### src/rtl/seq_restoring_divider_if.sv
// Handshake and result bundle for the sequential restoring divider.
// The master drives start and operands; the slave returns status and results.
interface seq_restoring_divider_if #(
   parameter int WIDTH = 3
);
   logic             start;
   logic [WIDTH-1:0] dividend;
   logic [WIDTH-1:0] divisor;
   logic             in_ready;
   logic             busy;
   logic             out_valid;
   logic [WIDTH-1:0] quotient;
   logic [WIDTH-1:0] remainder;
   logic             div_by_zero;

   modport master (
      output start,
      output dividend,
      output divisor,
      input  in_ready,
      input  busy,
      input  out_valid,
      input  quotient,
      input  remainder,
      input  div_by_zero
   );

   modport slave (
      input  start,
      input  dividend,
      input  divisor,
      output in_ready,
      output busy,
      output out_valid,
      output quotient,
      output remainder,
      output div_by_zero
   );
endinterface

### src/rtl/seq_restoring_divider.sv
// Multi-cycle unsigned restoring divider: one quotient bit per clock,
// fixed WIDTH-cycle latency, results held in DONE until the next accepted start.
module seq_restoring_divider #(
   parameter int WIDTH = 3
) (
   input  logic                      clk,
   input  logic                      rst,
   seq_restoring_divider_if.slave    bus
);
   localparam int CW = $clog2(WIDTH + 1);

   typedef enum logic [1:0] {
      ST_IDLE = 2'd0,
      ST_RUN  = 2'd1,
      ST_DONE = 2'd2
   } state_t;

   state_t           state_q;
   logic [WIDTH-1:0] shift_q;
   logic [WIDTH-1:0] divisor_q;
   logic [WIDTH-1:0] prem_q;
   logic [CW-1:0]    cnt_q;
   logic [WIDTH-1:0] quotient_q;
   logic [WIDTH-1:0] remainder_q;
   logic             dbz_q;
   logic             in_ready_q;
   logic             busy_q;
   logic             out_valid_q;

   logic [WIDTH:0]   trial_s;
   logic [WIDTH:0]   diff_s;
   logic             qbit_s;
   logic [WIDTH-1:0] prem_d;
   logic [WIDTH-1:0] shift_d;
   logic             accept_s;

   assign accept_s = bus.start & in_ready_q;

   // One restoring step: subtract if it fits, otherwise keep the shifted trial.
   always_comb begin
      trial_s = {prem_q, shift_q[WIDTH-1]};
      diff_s  = trial_s - {1'b0, divisor_q};
      qbit_s  = ~diff_s[WIDTH];
      prem_d  = trial_s[WIDTH-1:0];
      if (qbit_s) begin
         prem_d = diff_s[WIDTH-1:0];
      end else begin
         prem_d = trial_s[WIDTH-1:0];
      end
      shift_d = {shift_q[WIDTH-2:0], qbit_s};
   end

   // Control FSM with datapath and registered status/result outputs.
   always_ff @(posedge clk or posedge rst) begin
      if (rst) begin
         state_q     <= ST_IDLE;
         shift_q     <= {WIDTH{1'b0}};
         divisor_q   <= {WIDTH{1'b0}};
         prem_q      <= {WIDTH{1'b0}};
         cnt_q       <= {CW{1'b0}};
         quotient_q  <= {WIDTH{1'b0}};
         remainder_q <= {WIDTH{1'b0}};
         dbz_q       <= 1'b0;
         in_ready_q  <= 1'b1;
         busy_q      <= 1'b0;
         out_valid_q <= 1'b0;
      end else begin
         case (state_q)
            ST_IDLE, ST_DONE: begin
               if (accept_s) begin
                  state_q     <= ST_RUN;
                  shift_q     <= bus.dividend;
                  divisor_q   <= bus.divisor;
                  prem_q      <= {WIDTH{1'b0}};
                  cnt_q       <= CW'(WIDTH);
                  in_ready_q  <= 1'b0;
                  busy_q      <= 1'b1;
                  out_valid_q <= 1'b0;
               end else begin
                  state_q <= state_q;
               end
            end
            ST_RUN: begin
               shift_q <= shift_d;
               prem_q  <= prem_d;
               cnt_q   <= cnt_q - CW'(1);
               // Last iteration: publish the freshly computed step directly.
               if (cnt_q == CW'(1)) begin
                  state_q     <= ST_DONE;
                  quotient_q  <= shift_d;
                  remainder_q <= prem_d;
                  dbz_q       <= (divisor_q == {WIDTH{1'b0}});
                  in_ready_q  <= 1'b1;
                  busy_q      <= 1'b0;
                  out_valid_q <= 1'b1;
               end else begin
                  state_q <= ST_RUN;
               end
            end
            default: begin
               state_q     <= ST_IDLE;
               in_ready_q  <= 1'b1;
               busy_q      <= 1'b0;
               out_valid_q <= 1'b0;
            end
         endcase
      end
   end

   assign bus.in_ready    = in_ready_q;
   assign bus.busy        = busy_q;
   assign bus.out_valid   = out_valid_q;
   assign bus.quotient    = quotient_q;
   assign bus.remainder   = remainder_q;
   assign bus.div_by_zero = dbz_q;

endmodule

### src/flat_wrapper.sv
// flat-port wrapper written by rule: the top's interface ports become plain ports
module seq_restoring_divider_flat 
#(
   parameter int WIDTH = 3
)
  (clk, rst, bus_start, bus_dividend, bus_divisor, bus_in_ready, bus_busy, bus_out_valid, bus_quotient, bus_remainder, bus_div_by_zero);
  seq_restoring_divider_if #(.WIDTH(WIDTH)) bus_i ();
  input  logic clk;
  input  logic rst;
  input wire logic [$bits(bus_i.start)-1:0] bus_start;
  input wire logic [$bits(bus_i.dividend)-1:0] bus_dividend;
  input wire logic [$bits(bus_i.divisor)-1:0] bus_divisor;
  output wire logic [$bits(bus_i.in_ready)-1:0] bus_in_ready;
  output wire logic [$bits(bus_i.busy)-1:0] bus_busy;
  output wire logic [$bits(bus_i.out_valid)-1:0] bus_out_valid;
  output wire logic [$bits(bus_i.quotient)-1:0] bus_quotient;
  output wire logic [$bits(bus_i.remainder)-1:0] bus_remainder;
  output wire logic [$bits(bus_i.div_by_zero)-1:0] bus_div_by_zero;
  assign bus_i.start = bus_start;
  assign bus_i.dividend = bus_dividend;
  assign bus_i.divisor = bus_divisor;
  assign bus_in_ready = bus_i.in_ready;
  assign bus_busy = bus_i.busy;
  assign bus_out_valid = bus_i.out_valid;
  assign bus_quotient = bus_i.quotient;
  assign bus_remainder = bus_i.remainder;
  assign bus_div_by_zero = bus_i.div_by_zero;
  seq_restoring_divider #(.WIDTH(WIDTH)) u_core (.clk(clk), .rst(rst), .bus(bus_i));
endmodule
### config.mk
export PLATFORM = sky130hd
export DESIGN_NAME = seq_restoring_divider_flat
export DESIGN_NICKNAME = d
export VERILOG_FILES = /design/src/rtl/seq_restoring_divider_if.sv /design/src/rtl/seq_restoring_divider.sv /design/src/flat_wrapper.sv
export SDC_FILE = /design/constraint.sdc
export NUM_CORES = 1
export LEC_CHECK = 0
export CELL_PAD_IN_SITES_DETAIL_PLACEMENT = 2
export CELL_PAD_IN_SITES_GLOBAL_PLACEMENT = 2
export CORE_MARGIN = 1
export CORE_UTILIZATION = 34
export CTS_BUF_LIST = sky130_fd_sc_hd__clkbuf_2 sky130_fd_sc_hd__clkbuf_4 sky130_fd_sc_hd__clkbuf_8
export DETAILED_ROUTE_END_ITERATION = 12
export HOLD_SLACK_MARGIN = 0.08
export PLACE_DENSITY_LB_ADDON = 0.1
export RECOVER_POWER = 50
export SLEW_MARGIN = 20
export SYNTH_ARGS = -nofsm -noshare
export SYNTH_HDL_FRONTEND = slang
export SYNTH_SLANG_ARGS = --single-unit
export TNS_END_PERCENT = 5
### constraint.sdc
create_clock -name clk -period 2.3 [get_ports clk]
set_input_delay 0.46 -clock clk [delete_from_list [all_inputs] [get_ports clk]]
set_output_delay 0.46 -clock clk [all_outputs]
set_load 0.005 [all_outputs]
==> run summary <==
CTS H-tree lvls = 1
final number of max-transition violations = 0
Worst EP arrival = 2250 ps
die area = 3496 um^2
Layout Skew = 10.62 ps
VDD IR max = 463.7 uV
Final nets = 142
dpl hpwl = 2073 um
total track usage = 17.34%
die width = 59.13 um
crit path max-delay cell type = fa_1
Initial Util = 36.06%
combinational cell fraction of total power = 54.7%
Final Hold Viols = 0
vias in the first global route = 925
Clk pwr share = 9.4%
Hold Path Class = register to register
DRT Wirelength = 2608 um
syn_area_per_cell = 10.37 um^2
Mapped Area = 1110 um^2
core area = 3078 um^2
leakage power = 0.6249 nW
post_cts resized = 0
clk sinks = 23
R2R cell count = 5
RR Endpoint = u_core.bus.remainder[2]$_DFFE_PP0P_
Max-slew headroom = 50.73%
Synth cell types = 31
I/O Buffers = 18
Ports = 19
Hold EP = u_core.bus.div_by_zero$_DFFE_PP0P_
Setup-failing EPs final = 0
vias = 868
DR DRC count = 0
Ys Warns = 0
initial antenna violation count = 0
min cycle time layout = 2023 ps
Root Driver = clkbuf_4
Detailed Route Iter0 Violations = 8
CP delay by family, top = adder cells
die extent in y = 59.13 um
Routed Antenna Nets = 0
Int Pwr = 0.001218 W
row count = 20
Synth-to-Final Area Change = 23.22%
clock latency on the worst-skew pair = 320 ps
RSZ-0062 raised after global routing = false
crit start category = register
clk buf depth = 2
most common cell after layout, fill and taps aside = nand2_1
pwr/cell area = 1505 nW/um^2
first-pass GRT wire length = 4478 um
WL/cell = 15.25 um
Worst Setup End Kind = register
Setup WS post-layout = 276.8 ps
pre-CTS setup slack = 305.6 ps
setup bufs post-CTS = 0
Worst-path clk slew = 130 ps
crit-path cells = ha_1 -> fa_1 -> xor2_1 -> o311a_2 -> o31ai_1
HP Start = u_core.divisor_q[2]$_DFFE_PP0P_
fraction of layout cells with a size suffix above 1 = 11.81%
launch point of the worst reg-to-reg path = u_core.divisor_q[0]$_DFFE_PP0P_
Final Cycle Share = 87.97%
commonest non-fill, non-tap cells in the layout = 23 x nand2_1, 22 x dfrtp_1, 16 x clkdlybuf4s50_1, 9 x o21ai_0, 7 x inv_1
Crit Path Class = register to register
flops & latches, synth = 23
Least-Margin Pin Slew = 739.1 ps
Levels on crit path = 5
Worst Hold Depth = 1
drt first pass iters = 3
sequential share of the synthesized area = 51.97%
switching part of the total = 40.84%
Reg2Reg Setup Slack = 280 ps
largest net degree at the start of global routing = 15
total congestion overflow = 0
CP Buf/Inv Count = 0
sequential share of power = 35.9%
Crit Path Max Fanout = 3
Placer Congestion = 0.6798
ANT cells = 0
Post-Syn Instances = 107
routed vias/inst = 5.076
hold-fix buffers at CTS = 0
CTS Buf Count = 3
CTS tree = built
top achievable clock speed = 494.3 MHz
sw power = 0.0008407 W
Worst Path Required = 2530 ps
outcome = completed
syn_nets = 121
Sum Neg Setup Slack = 0 ps
CP peak stage delay = 440 ps
max-cap viol count = 0
==> per-stage QoR <==
step	util (%)	hold WS, ps	instance area, um^2	total power (W)	cells
floorplan	-	434.9	1110	0.001485	107
global placement	43.58	459.2	1341	0.001813	167
detailed placement	43.58	467.8	1341	0.001891	167
CTS	44.55	408.2	1371	0.002095	171
global route	44.43	512.3	1368	0.002247	171
finish	44.43	483.2	1368	0.002058	171
==> cells in the mapped netlist <==
| master | number | share of area [%] |
|---|---|---|
| a21o_2 | 1 | 0.79 |
| o211ai_1 | 1 | 0.68 |
| and3_4 | 2 | 2.0 |
| o21ai_1 | 1 | 0.45 |
| dfstp_2 | 1 | 2.4 |
| and3b_1 | 1 | 0.79 |
| o32ai_2 | 1 | 1.5 |
| a311oi_1 | 1 | 0.79 |
| inv_1 | 7 | 2.4 |
| nor2_1 | 3 | 1.0 |
| a21oi_1 | 6 | 2.7 |
| o31ai_1 | 4 | 2.7 |
| nand2_1 | 23 | 7.8 |
| o311a_2 | 1 | 1.0 |
| nand3b_1 | 2 | 1.4 |
| or3_4 | 1 | 1.0 |
| and3b_4 | 1 | 1.1 |
| ha_1 | 4 | 4.5 |
| xor2_1 | 1 | 0.79 |
| fa_1 | 1 | 1.8 |
| clkbuf_1 | 3 | 1.0 |
| o31ai_2 | 1 | 1.1 |
| mux2_2 | 2 | 2.0 |
| and2b_1 | 1 | 0.68 |
| nand2b_1 | 1 | 0.56 |
| o21ai_0 | 9 | 4.1 |
| o22ai_1 | 2 | 1.1 |
| a22oi_1 | 1 | 0.68 |
| xnor2_1 | 1 | 0.79 |
| dfrtp_1 | 22 | 50 |
| o41ai_1 | 1 | 0.79 |
==> logic make-up (layout without fill, tap and decap cells) <==
family | count (synthesis) | after routing | synth area share, %
muxes | 2 | 2 | 2.029
adders and majority gates | 5 | 5 | 6.314
DFF | 23 | 23 | 51.97
and+or+nand+nor | 35 | 35 | 16.35
buffers and inverters | 10 | 30 | 3.383
xor gates and xnor gates | 2 | 2 | 1.579
AOI/OAI and AO/OA | 30 | 30 | 18.38
==> worst max path at each step <==
stage / from / end / slack, ps
after global placement: u_core.divisor_q[0]$_DFFE_PP0P_ / u_core.bus.remainder[2]$_DFFE_PP0P_ / 360
final: u_core.divisor_q[0]$_DFFE_PP0P_ / u_core.bus.remainder[2]$_DFFE_PP0P_ / 280
after detailed placement: u_core.divisor_q[0]$_DFFE_PP0P_ / u_core.bus.remainder[2]$_DFFE_PP0P_ / 310
after floorplan: u_core.divisor_q[0]$_DFFE_PP0P_ / u_core.bus.remainder[2]$_DFFE_PP0P_ / 420
after CTS: u_core.divisor_q[0]$_DFFE_PP0P_ / u_core.bus.remainder[2]$_DFFE_PP0P_ / 260
after global routing: u_core.divisor_q[0]$_DFFE_PP0P_ / u_core.prem_q[2]$_DFFE_PP0P_ / 140
==> layer usage <==
| metal | GRT usage [%] | share of wire (%) | wire (um) | up-vias |
|---|---|---|---|---|
| met5 | 0 | 0 | 0 | - |
| met4 | 4.082 | 1.3 | 34 | 0 |
| met3 | 4.148 | 3.6 | 95 | 5 |
| met2 | 28.90 | 49 | 1287 | 17 |
| met1 | 22.78 | 46 | 1190 | 434 |
| li1 | - | - | - | 412 |
==> power by group through the flow <==
stage | clock, W | sequential [W] | combinational (W)
final | 0.000194 | 0.000738 | 0.00113
after global routing | 0.000220 | 0.000763 | 0.00126
after CTS | 0.000201 | 0.000742 | 0.00115
after detailed placement | 0 | 0.000751 | 0.00114
after global placement | 0 | 0.000739 | 0.00107
after floorplan | 0 | 0.000720 | 0.000765
==> worst reg2reg max path: cells and delay by family (launching register included) <==
kind | cells | cell delay (ps)
adder cells (fa/ha/maj) | 2 | 690
AO/OA/AOI/OAI | 2 | 650
flip-flops | 1 | 420
XOR/XNOR | 1 | 170
==> flip-flops by register name, indices dropped and copies added, names as in the netlist, 2 cells and up <==
name,cells
u_core.bus.quotient,3
u_core.bus.remainder,3
u_core.cnt_q,2
u_core.divisor_q,3
u_core.prem_q,3
u_core.shift_q,3
u_core.state_q,2
==> final cells by class <==
type,count,area [um^2]
clock buffers,3,22.52
well taps,44,55.05
clock inverters,1,7.507
inverters,7,26.28
flip-flops and latches,23,576.8
multi-input cells,74,495.5
repair buffers,19,183.9
fillers,342,1710
No activity file was read; power rests on OpenSTA's default activity.
